`config.mk`:
```
export PLATFORM = sky130hd
export DESIGN_NAME = seq_detector_1011
export DESIGN_NICKNAME = d
export VERILOG_FILES = /design/src/rtl/seq_det_pkg.sv /design/src/rtl/sat_counter.sv /design/src/rtl/seq_detector_1011.sv
export SDC_FILE = /design/constraint.sdc
export NUM_CORES = 1
export LEC_CHECK = 0
export CAP_MARGIN = 10
export CORE_MARGIN = 4
export CORE_UTILIZATION = 45
export CTS_CLUSTER_SIZE = 30
export DETAILED_ROUTE_END_ITERATION = 16
export MAX_ROUTING_LAYER = met4
export PLACE_DENSITY = 0.7
export SLEW_MARGIN = 10
export SYNTH_ARGS = -nofsm -noshare
export SYNTH_HDL_FRONTEND = slang
export SYNTH_SLANG_ARGS = --single-unit
export TNS_END_PERCENT = 100
```
`constraint.sdc`:
```
create_clock -name clk -period 1.6 [get_ports clk]
set_input_delay 0.48 -clock clk [delete_from_list [all_inputs] [get_ports clk]]
set_output_delay 0.48 -clock clk [all_outputs]
set_load 0.1 [all_outputs]
```
`src/rtl/seq_det_pkg.sv`:
```
// Shared definitions for the serial 1011 pattern detector: state encodings
// and the pattern constant itself.
package seq_det_pkg;

  // Each state names the longest prefix of the pattern seen so far.
  typedef enum logic [2:0] {
    S_IDLE = 3'd0,
    S_1    = 3'd1,
    S_10   = 3'd2,
    S_101  = 3'd3,
    S_1011 = 3'd4
  } state_t;

  // Pattern, MSB received first.
  localparam logic [3:0] PATTERN = 4'b1011;

endpackage

```
`src/rtl/sat_counter.sv`:
```
// Saturating up-counter with synchronous clear. Clear wins over increment,
// and the count sticks at all-ones instead of wrapping.
module sat_counter
  import seq_det_pkg::*;
#(
  parameter int CNT_W = 8
) (
  input  logic             clk,
  input  logic             rst_n,
  input  logic             inc,
  input  logic             clr,
  output logic [CNT_W-1:0] count
);

  logic [CNT_W-1:0] count_q;
  logic [CNT_W-1:0] count_d;

  // Next count: clear first, then a saturating increment.
  always_comb begin
    count_d = count_q;
    if (clr) begin
      count_d = '0;
    end else if (inc && (count_q != {CNT_W{1'b1}})) begin
      count_d = count_q + CNT_W'(1);
    end
  end

  // Count register with synchronous active-low reset.
  always_ff @(posedge clk) begin
    if (!rst_n) begin
      count_q <= '0;
    end else begin
      count_q <= count_d;
    end
  end

  assign count = count_q;

endmodule

```
`src/rtl/seq_detector_1011.sv`:
```
// Serial detector for the bit pattern 1011 (first bit received first).
// Emits a registered one-cycle match pulse and keeps a saturating count of
// matches. OVERLAP selects whether the tail of a match may start the next.
//
// Input qualifier: din is consumed only on a rising edge where din_valid is
// high; there is no backpressure, so every valid bit is taken on that edge.
// With din_valid low the FSM holds and din is ignored entirely.
module seq_detector_1011
  import seq_det_pkg::*;
#(
  parameter int OVERLAP = 1,
  parameter int CNT_W   = 8
) (
  input  logic             clk,
  input  logic             rst_n,
  input  logic             din,
  input  logic             din_valid,
  input  logic             clr_count,
  output logic             match,
  output logic [CNT_W-1:0] match_count,
  output logic [2:0]       state_out
);

  state_t state_q;
  state_t state_d;
  logic   match_q;
  logic   hit_d;

  // Next-state and match-completion logic; unused encodings fall back to idle
  // on the next edge whether or not a valid bit is present.
  always_comb begin
    state_d = state_q;
    hit_d   = 1'b0;
    case (state_q)
      S_IDLE: if (din_valid) state_d = din ? S_1 : S_IDLE;
      S_1:    if (din_valid) state_d = din ? S_1 : S_10;
      S_10:   if (din_valid) state_d = din ? S_101 : S_IDLE;
      S_101: begin
        if (din_valid) begin
          state_d = din ? S_1011 : S_10;
          hit_d   = (din == PATTERN[0]);
        end
      end
      S_1011: begin
        if (din_valid) begin
          if (din) begin
            state_d = S_1;
          end else begin
            state_d = (OVERLAP != 0) ? S_10 : S_IDLE;
          end
        end
      end
      default: state_d = S_IDLE;
    endcase
  end

  // State and match pulse registers; the pulse is a single cycle because
  // hit_d needs a fresh valid bit taking S_101 to S_1011.
  always_ff @(posedge clk) begin
    if (!rst_n) begin
      state_q <= S_IDLE;
      match_q <= 1'b0;
    end else begin
      state_q <= state_d;
      match_q <= hit_d;
    end
  end

  sat_counter #(
    .CNT_W (CNT_W)
  ) u_match_counter (
    .clk   (clk),
    .rst_n (rst_n),
    .inc   (hit_d),
    .clr   (clr_count),
    .count (match_count)
  );

  assign match     = match_q;
  assign state_out = state_q;

endmodule

```
* Word level (Yosys, flattened, before mapping) *
Index checks and enable logic that the tools add are counted.

storage, ports and cells
  flip-flop bits (word level) = 12
  output and inout bits = 12
  input bits = 5
  word-level logic and storage cells = 30

cells by class
  bitwise operators = 1
  reduce and logical (&&, ||, !) cells = 5
  equality and inequality tests = 9
  multiplexer cells = 11
  add/subtract/negate cells = 1

operators by type and width
  kind                 count
  $mux 3               5
  $pmux 3 s4           1
  $add 8x1->8 const B  1
  $ne 8x8->1 const B   1
  $eq 3x2->1 const B   2
  $ne 2x2->1 const B   3
  $mux 2               2
  $reduce_and 4->1     1
  $reduce_or 2->1      2
  $eq 3x1->1 const B   1
  $eq 3x3->1 const B   1
  $logic_not 3->1      1
  $mux 1               3
  $ne 2x1->1 const B   1
  $logic_and 1x1->1    1
  $not 1->1            1

* Logic depth before layout (Yosys ltp) *
Gate-level depths: netlist of the first run.

  depth after elaboration = 4
  depth in mapped cells = 5
  gate-level depth less buffers = 4

* Cells and area by module *
Synthesis of the first run repeated with hierarchy kept, for this count alone.

unflattened totals
  cell total of the unflattened synthesis = 67
  area, all modules = 631.9 µm²

by module, submodules not included
  module             sequential area each (µm²)  cells each  times used  area an instance (µm²)
  sat_counter        160.2                       46          1           421.7
  seq_detector_1011  80.1                        21          1           210.2

* Worst setup path after synthesis of the first run *
OpenSTA, ideal clock, no wires.

  kind = register to register
  from = reg u_match_counter.count_q[0], in the netlist u_match_counter.count[0]
  to = reg u_match_counter.count_q[6], in the netlist u_match_counter.count[6]
  setup slack = -470 ps
  cell stages (with the launch flop) = 5
  data arrival time = 1,979 ps
  buffers on the path = 0
  data required time = 1,509 ps
  clock period less this slack = 2,070 ps
  setup time = 91 ps
  cell sequence = dfxtp_1 -> ha_1 -> and2_1 -> a41oi_1 -> a311oi_1

on the way
  longest elaborated chain between the ends = 2
  elaborated cells between the ends (all ways) = 3
  those cells by class = add/sub: 1; eq/ne: 1; reduce/logical: 1

ends and longest elaborated chain
  item                                                 RTL line           source
  start: declaration                                   sat_counter.sv:15  logic [CNT_W-1:0] count_q;
  start signal: assignment                             sat_counter.sv:33  count_q <= count_d;
  branches (longest 2 deep; another with $add 8x1->8)  n/a

Parallel ways; which one is timed is not known.
A chain may end at the register's enable or synchronous reset.

* Worst setup path in the final report of the first run *
  from = in din
  to = reg u_match_counter.count_q[6], in the netlist u_match_counter.count[6]

on the way
  longest elaborated chain between the ends = 3

ends and longest elaborated chain
  item                RTL line                 source
  start: declaration  seq_detector_1011.sv:16  input logic din,
  $mux 1              seq_detector_1011.sv:39  if (din_valid) begin
  $mux 1              seq_detector_1011.sv:34  case (state_q)
  $logic_and 1x1->1   sat_counter.sv:23        end else if (inc && (count_q != {CNT_W{1'b1}})) begin

No other way between the ends.

==> metrics.txt, run 1 <==
# TYPE chip_impl_metric gauge
chip_impl_metric{name="post_route_cells_drive_above_1_share",unit="%"} 36.36
chip_impl_metric{name="numPlacedInstances",unit=""} 110
chip_impl_metric{name="synth.mux.area_fraction",unit="%"} 4.301
chip_impl_metric{name="grt_antenna_before_repair",unit=""} 0
chip_impl_info{name="timing.critical_path.to_type",value="flop"} 1
chip_impl_metric{name="yosys.area_share.simple",unit="%"} 34.23
chip_impl_metric{name="async_flop_share",unit="%"} 0
chip_impl_metric{name="max_cap_violations",unit=""} 0
chip_impl_metric{name="final_power",unit="uW"} 620.0
chip_impl_metric{name="routed-via-count",unit=""} 708
chip_impl_metric{name="multi_input_area",unit="um^2"} 440.4
chip_impl_metric{name="drc",unit=""} 0
chip_impl_metric{name="cts.sink_count",unit=""} 12
chip_impl_metric{name="drt_wl_total",unit="um"} 1874
chip_impl_metric{name="groute.layer.met3.usage",unit="%"} 4.981
chip_impl_info{name="synth_top_family_by_area",value="simple AND/OR/NAND/NOR gates"} 1
chip_impl_info{name="synth.area.top_cells",value="dfxtp_1 (34%), nand2b_1 (4.5%), mux2i_1 (4.3%)"} 1
chip_impl_metric{name="fillerInstances",unit=""} 91
chip_impl_metric{name="cts_hold_buffers",unit=""} 0
chip_impl_info{name="grt_busiest_layer",value="met2"} 1
chip_impl_metric{name="globalplace.congestion",unit=""} 0.8294
chip_impl_metric{name="synthCells",unit=""} 76
chip_impl_metric{name="met1_usage_grt",unit="%"} 26.76
chip_impl_metric{name="finalCoreUtilization",unit="%"} 78.28
chip_impl_metric{name="p_per_area",unit="mW/mm^2"} 572.9
chip_impl_metric{name="ant_nets",unit=""} 0
chip_impl_metric{name="antenna-diode-count",unit=""} 0
chip_impl_metric{name="vias_in_the_first_global_route",unit=""} 631
chip_impl_metric{name="grt_pass1_wl",unit="um"} 3015
chip_impl_metric{name="fin_worst_hold_slack",unit="ns"} 0.5099
chip_impl_info{name="layout.cells.most_common_list",value="buf_12 (12), nand2_1 (8), dfxtp_2 (8)"} 1
chip_impl_metric{name="post_synth_instance_area",unit="um^2"} 698.2
chip_impl_metric{name="area_growth",unit="%"} 55.02
chip_impl_metric{name="core.rowCount",unit=""} 13
chip_impl_metric{name="cp_data_required_time",unit="ns"} 1.79
chip_impl_metric{name="maxSlewViolCount",unit=""} 0
chip_impl_metric{name="viasPerCell",unit=""} 6.211
chip_impl_metric{name="fmax",unit="GHz"} 0.6473
chip_impl_metric{name="final_report_setup_violation_count",unit=""} 0
chip_impl_metric{name="die_span_y",unit="um"} 47.39
chip_impl_metric{name="wl_per_cell",unit="um"} 16.44
chip_impl_metric{name="syn_avg_cell_area",unit="um^2"} 9.186
chip_impl_info{name="synth_area_leader_cell",value="dfxtp_1"} 1
chip_impl_metric{name="timing.critical_path.arrival",unit="ns"} 1.73
chip_impl_metric{name="floorplan.die_area",unit="mm^2"} 0.002246
chip_impl_info{name="cts_tree",value="done"} 1
chip_impl_info{name="outcome",value="finished, final reports clean"} 1
chip_impl_metric{name="synthXorXnorAreaFrac",unit="%"} 0
chip_impl_metric{name="drt-initial-drc-count",unit=""} 17
chip_impl_metric{name="clock_path_buffers",unit=""} 2
chip_impl_metric{name="detail_route.first_pass.iterations",unit=""} 4
chip_impl_metric{name="cts_buffers",unit=""} 3
chip_impl_metric{name="yosysWarningCount",unit=""} 0
chip_impl_metric{name="grt.total_usage",unit="%"} 20.29
chip_impl_metric{name="least_margin_pin_slew",unit="ns"} 0.3095
chip_impl_metric{name="synth_fp_nets",unit=""} 82
chip_impl_metric{name="clock-skew-final",unit="ns"} 0.008658
chip_impl_metric{name="met2_usage",unit="%"} 27.27
chip_impl_metric{name="clk-insertion-delay-late",unit="ns"} 0.29
chip_impl_metric{name="design.portCount",unit=""} 17
chip_impl_info{name="worstSetupStartpointType",value="input port"} 1
chip_impl_metric{name="number_of_enable_type_register_cells_in_the_synthesized_netlist",unit=""} 0
chip_impl_info{name="cts.root.buffer_cell",value="clkbuf_4"} 1
chip_impl_info{name="path_type_of_the_worst_setup_path",value="in -> reg"} 1
chip_impl_metric{name="final-seq-area",unit="um^2"} 261.5
chip_impl_metric{name="fin_tns_setup",unit="ns"} 0
chip_impl_metric{name="minimum_period_implied_by_the_final_worst_setup_slack",unit="ns"} 1.545
chip_impl_metric{name="clk_transition_reported_paths",unit="ns"} 0.08
chip_impl_metric{name="synth-adder-area-share",unit="%"} 1.792
chip_impl_metric{name="static_leakage",unit="uW"} 0.0003879
chip_impl_metric{name="die_width",unit="um"} 47.39
chip_impl_metric{name="fraction_of_the_cycle_the_final_worst_path_needs",unit="%"} 96.55
chip_impl_metric{name="core_region_area",unit="mm^2"} 0.001383
chip_impl_metric{name="post_synth_num_cell_types",unit=""} 32
chip_impl_metric{name="cts_htree_levels",unit=""} 1
chip_impl_metric{name="post_cts_buffers",unit=""} 0
chip_impl_metric{name="r2r_slack",unit="ns"} 0.15
chip_impl_metric{name="critical_path.max_fanout",unit=""} 6
chip_impl_metric{name="placement.io_buffers",unit=""} 16
chip_impl_metric{name="final_nets",unit=""} 106
chip_impl_metric{name="synth-seq-cells",unit=""} 12
chip_impl_metric{name="grt_overflow",unit=""} 0
chip_impl_metric{name="synth_top_area_share",unit="%"} 34.41
chip_impl_metric{name="starting_utilization_of_the_core_area",unit="%"} 50.50
chip_impl_info{name="leading_register_cell_type_out_of_synthesis",value="dfxtp_1"} 1
chip_impl_metric{name="report.final.hold_viol_count",unit=""} 0
chip_impl_metric{name="synth-seq-area-share",unit="%"} 34.41
chip_impl_metric{name="hpwl",unit="um"} 1348
chip_impl_metric{name="grt_max_degree",unit=""} 11
chip_impl_metric{name="worst_ir_drop_vdd",unit="mV"} 0.5519
chip_impl_info{name="worstHoldPathType",value="reg -> reg"} 1
chip_impl_metric{name="relSlewSlack",unit="%"} 79.37
chip_impl_info{name="layout.cells.most_common",value="buf_12"} 1
chip_impl_metric{name="post_layout_nonfiller_instances",unit=""} 114
chip_impl_metric{name="area_fraction_in_compound_gates_after_synthesis",unit="%"} 21.33
==> where the power goes <==
group | internal (uW) | switching [uW] | leakage (uW)
logic | 44.4 | 60.2 | 0.000270
registers | 299 | 8.73 | 0.000103
clock network | 97.0 | 111 | 0.0000150
==> through the flow <==
step	worst slack, ns	cell area, um^2
global route	-0.00009159	1082
finish	0.05513	1082
floorplan	0.02803	719.4
detailed placement	-0.2777	1044
CTS	0.02197	1070
global placement	-0.2447	1044
==> sequential cells by signal, indices dropped and copies added, names as in the netlist <==
name                   count
u_match_counter.count      8
match                      1
state_out                  3
==> metal layers <==
| metal | vias to the layer above | wire (um) | share of wire (%) |
|---|---|---|---|
| met5 | - | 0 | 0 |
| met1 | 330 | 830 | 44 |
| li1 | 342 | - | - |
| met2 | 28 | 860 | 46 |
| met3 | 8 | 109 | 5.8 |
| met4 | 0 | 73 | 3.9 |
==> critical path: stages <==
cell	delay, ns
clkdlybuf4s50_1	0.56
and4b_2	0.32
a41oi_1	0.14
a311oi_1	0.23
==> final timing paths <==
check / from / cells past startpoint / end
max: din / 4 / u_match_counter.count[6]
min: u_match_counter.count[1] / 2 / u_match_counter.count[1]
min reg2reg: u_match_counter.count[1] / 2 / u_match_counter.count[1]
max reg2reg: u_match_counter.count[0] / 4 / u_match_counter.count[0]
==> cell families after synthesis <==
| logic type | count (synthesis) |
|---|---|
| buf+inv | 5 |
| simple gates | 38 |
| compound gates | 17 |
| mux | 3 |
| fa+ha+maj | 1 |
| flops | 12 |
==> synthesized netlist by cell type, drive strengths merged, types with 3 or more instances <==
cell type / count
a21oi: 4
nor3: 3
mux2i: 3
o21a: 3
a311oi: 4
buf: 3
nand2b: 5
and3: 3
nand2: 8
dfxtp: 12
nand4: 3
==> layout make-up <==
class                   count  area share (%)
inverters                   2          0.6936
flip-flops and latches     12           24.16
clock buffers               4           2.428
repair buffers             22           30.29
well taps                  15           1.734
multi-input cells          59           40.69
==> timing repair <==
item / 4_1_cts / 5_1_grt
gates resized for setup: 0 / 3
endpoints found under the setup margin: 0 / 5
hold endpoints to repair: 0 / 0
Power figures use the tool's default switching activity.
==> inputs of run 2 (changes only) <==
Settings changed: CTS_CLUSTER_DIAMETER set to 60.
==> results of run 2 <==
Same layout as run 1: the final DEF is identical, and so are final timing and power.
==> inputs of run 3 (changes only) <==
Settings changed: CELL_PAD_IN_SITES_DETAIL_PLACEMENT set to 1, CELL_PAD_IN_SITES_GLOBAL_PLACEMENT set to 2, CORE_ASPECT_RATIO set to 0.75, CORE_UTILIZATION 45 to 28, PLACE_DENSITY 0.7 to 0.72.
==> metrics.txt, run 3 (synthesis results as in run 1) <==
# TYPE chip_impl_metric gauge
chip_impl_metric{name="power.share.switching",unit="%"} 27.71
chip_impl_metric{name="starting_utilization_of_the_core_area",unit="%"} 29.76
chip_impl_metric{name="longest_individual_stage_delay_on_the_worst_path",unit="ns"} 0.38
chip_impl_metric{name="post_cts_buffers",unit=""} 0
chip_impl_metric{name="timing.critical_path.arrival",unit="ns"} 1.69
chip_impl_metric{name="total_switching_power",unit="uW"} 183.9
chip_impl_info{name="cts_tree",value="done"} 1
chip_impl_info{name="worstSetupStartpointType",value="flop"} 1
chip_impl_info{name="layout.cells.most_common",value="buf_12"} 1
chip_impl_metric{name="final_nets",unit=""} 107
chip_impl_metric{name="drt_wl_total",unit="um"} 2062
chip_impl_metric{name="grt_max_degree",unit=""} 15
chip_impl_metric{name="core_region_area",unit="mm^2"} 0.002346
chip_impl_metric{name="antenna-diode-count",unit=""} 0
chip_impl_metric{name="intPower",unit="uW"} 479.6
chip_impl_metric{name="fin_tns_setup",unit="ns"} 0
chip_impl_metric{name="routed-via-count",unit=""} 708
chip_impl_metric{name="die_span_y",unit="um"} 51.25
chip_impl_metric{name="critical_path.n_buffers_inverters",unit=""} 0
chip_impl_metric{name="pwr-share-clk",unit="%"} 38.1
chip_impl_info{name="critical_path_sink",value="u_match_counter.count[0]"} 1
chip_impl_metric{name="cts_htree_levels",unit=""} 1
chip_impl_metric{name="vias_in_the_first_global_route",unit=""} 677
chip_impl_metric{name="post_route_cells_drive_above_1_share",unit="%"} 38.00
chip_impl_metric{name="p_per_area",unit="mW/mm^2"} 585.2
chip_impl_metric{name="max_cap_violations",unit=""} 0
chip_impl_metric{name="final_report_setup_violation_count",unit=""} 0
chip_impl_metric{name="drt-initial-drc-count",unit=""} 9
chip_impl_metric{name="minimum_period_implied_by_the_final_worst_setup_slack",unit="ns"} 1.479
chip_impl_metric{name="core.rowCount",unit=""} 15
chip_impl_info{name="cp_cell_sequence",value="ha_1 -> and2_1 -> a311oi_4 -> mux2i_1"} 1
chip_impl_metric{name="cts.sink_count",unit=""} 12
chip_impl_metric{name="clk-insertion-delay-late",unit="ns"} 0.29
chip_impl_metric{name="viasPerCell",unit=""} 5.284
chip_impl_metric{name="multi_input_area",unit="um^2"} 451.7
chip_impl_info{name="cp_top_family",value="compound AO/OA/AOI/OAI gates"} 1
chip_impl_metric{name="least_margin_pin_slew",unit="ns"} 0.3058
chip_impl_metric{name="final-seq-area",unit="um^2"} 261.5
chip_impl_info{name="unrepaired_setup_endpoints_after_global_routing",value="no"} 1
chip_impl_metric{name="clk_transition_reported_paths",unit="ns"} 0.08
chip_impl_metric{name="clock-skew-final",unit="ns"} 0.007174
chip_impl_metric{name="ant_nets",unit=""} 0
chip_impl_metric{name="final_power",unit="uW"} 663.4
chip_impl_metric{name="hpwl",unit="um"} 1537
chip_impl_metric{name="fraction_of_the_cycle_the_final_worst_path_needs",unit="%"} 92.43
chip_impl_metric{name="die_width",unit="um"} 65.66
chip_impl_metric{name="worst_ir_drop_vdd",unit="mV"} 0.3764
chip_impl_metric{name="critical_path.max_fanout",unit=""} 6
chip_impl_info{name="timing.hold.worst.start",value="u_match_counter.count[5]"} 1
chip_impl_metric{name="comb_power_share",unit="%"} 14.6
chip_impl_metric{name="grt_pass1_wl",unit="um"} 3408
chip_impl_metric{name="fillerInstances",unit=""} 257
chip_impl_metric{name="relSlewSlack",unit="%"} 79.61
chip_impl_info{name="outcome",value="finished, final reports clean"} 1
chip_impl_metric{name="r2r_slack",unit="ns"} 0.12
chip_impl_info{name="rr_startpoint",value="u_match_counter.count[0]"} 1
chip_impl_metric{name="grt_overflow",unit=""} 0
chip_impl_metric{name="area_growth",unit="%"} 62.37
chip_impl_info{name="cts.root.buffer_cell",value="clkbuf_4"} 1
chip_impl_metric{name="globalplace.congestion",unit=""} 0.7774
chip_impl_metric{name="clock_path_buffers",unit=""} 2
chip_impl_metric{name="placement.io_buffers",unit=""} 16
chip_impl_metric{name="numPlacedInstances",unit=""} 130
chip_impl_metric{name="drc",unit=""} 0
chip_impl_metric{name="cp.depth",unit=""} 4
chip_impl_info{name="crit_slowest_cell",value="a311oi_4"} 1
chip_impl_metric{name="cp_data_required_time",unit="ns"} 1.81
chip_impl_info{name="crit_path_start",value="u_match_counter.count[0]"} 1
chip_impl_metric{name="largest_register_ffs",unit=""} 8
chip_impl_info{name="worstHoldPathType",value="reg -> reg"} 1
chip_impl_metric{name="grt.total_usage",unit="%"} 13.93
chip_impl_metric{name="static_leakage",unit="uW"} 0.0004147
chip_impl_metric{name="wl_per_cell",unit="um"} 15.39
chip_impl_metric{name="power_frac_seq",unit="%"} 47.2
chip_impl_info{name="worstReg2RegEnd",value="u_match_counter.count[0]"} 1
chip_impl_metric{name="maxSlewViolCount",unit=""} 0
chip_impl_metric{name="fmax",unit="GHz"} 0.6762
chip_impl_info{name="layout.cells.most_common_list",value="buf_12 (12), nand2_1 (8), dfxtp_2 (8)"} 1
chip_impl_metric{name="cts_buffers",unit=""} 3
chip_impl_metric{name="design.portCount",unit=""} 17
chip_impl_metric{name="grt_antenna_before_repair",unit=""} 0
chip_impl_metric{name="report.final.hold_viol_count",unit=""} 0
chip_impl_info{name="timing.critical_path.to_type",value="flop"} 1
chip_impl_metric{name="detail_route.first_pass.iterations",unit=""} 4
chip_impl_metric{name="cts_hold_buffers",unit=""} 0
chip_impl_metric{name="floorplan.die_area",unit="mm^2"} 0.003365
chip_impl_metric{name="post_layout_nonfiller_instances",unit=""} 134
chip_impl_metric{name="worst_r2r_path_depth",unit=""} 4
chip_impl_info{name="path_type_of_the_worst_setup_path",value="reg -> reg"} 1
## run 3: worst reg2reg max path: cells and delay by family (launching register included)
| kind | cells | cell delay [ns] |
|---|---|---|
| compound gates | 1 | 0.38 |
| simple gates | 1 | 0.23 |
| mux | 1 | 0.21 |
| flops | 1 | 0.37 |
| fa+ha+maj | 1 | 0.21 |
## run 3: cell type report
type,count,area share [%]
tap,34,3.753
sequential,12,23.07
timing repair buffer,23,29.47
inverter,2,0.6623
multi-input combinational,59,39.85
clock buffer,4,3.201
## run 3: worst min-delay path by stage
stage                               endpoint  slack (ns)  cells after the start
floorplan                       state_out[1]        0.60                      1
global placement    u_match_counter.count[5]        0.50                      2
detailed placement  u_match_counter.count[0]        0.51                      2
CTS                 u_match_counter.count[5]        0.52                      2
global route        u_match_counter.count[5]        0.54                      2
finish              u_match_counter.count[5]        0.52                      2
## run 3: timing repair
action	in CTS	in global routing
endpoints found under the setup margin	3	3
pin swaps	1	2
resized for setup	3	2
## run 3: per-layer routing
metal / global-route usage [%] / routed length (um)
met2: 19.97 / 911
met5: - / 0
met3: 5.275 / 88
met1: 18.47 / 1040
met4: 3.103 / 22
## run 3: through the flow
step                      util, %  cell area (um^2)  hold WS [ns]  setup slack (ns)
after floorplan                 -             719.4        0.5968           0.02803
after global placement      45.81              1075        0.5027           -0.2810
after detailed placement    45.81              1075        0.5111           -0.3286
after CTS                   48.16              1130        0.5232          0.004914
after global routing        48.32              1134        0.5400           0.01565
final                       48.32              1134        0.5199            0.1211
## run 3: power by group through the flow
| stage | clock network (uW) | registers (uW) | logic [uW] |
|---|---|---|---|
| 2_1_floorplan | 0 | 338 | 32.0 |
| 3_3_place_gp | 0 | 320 | 95.2 |
| 3_5_place_dp | 0 | 320 | 96.1 |
| 4_1_cts | 260 | 313 | 98.2 |
| 5_1_grt | 280 | 315 | 103 |
| 6_report | 253 | 313 | 97.1 |
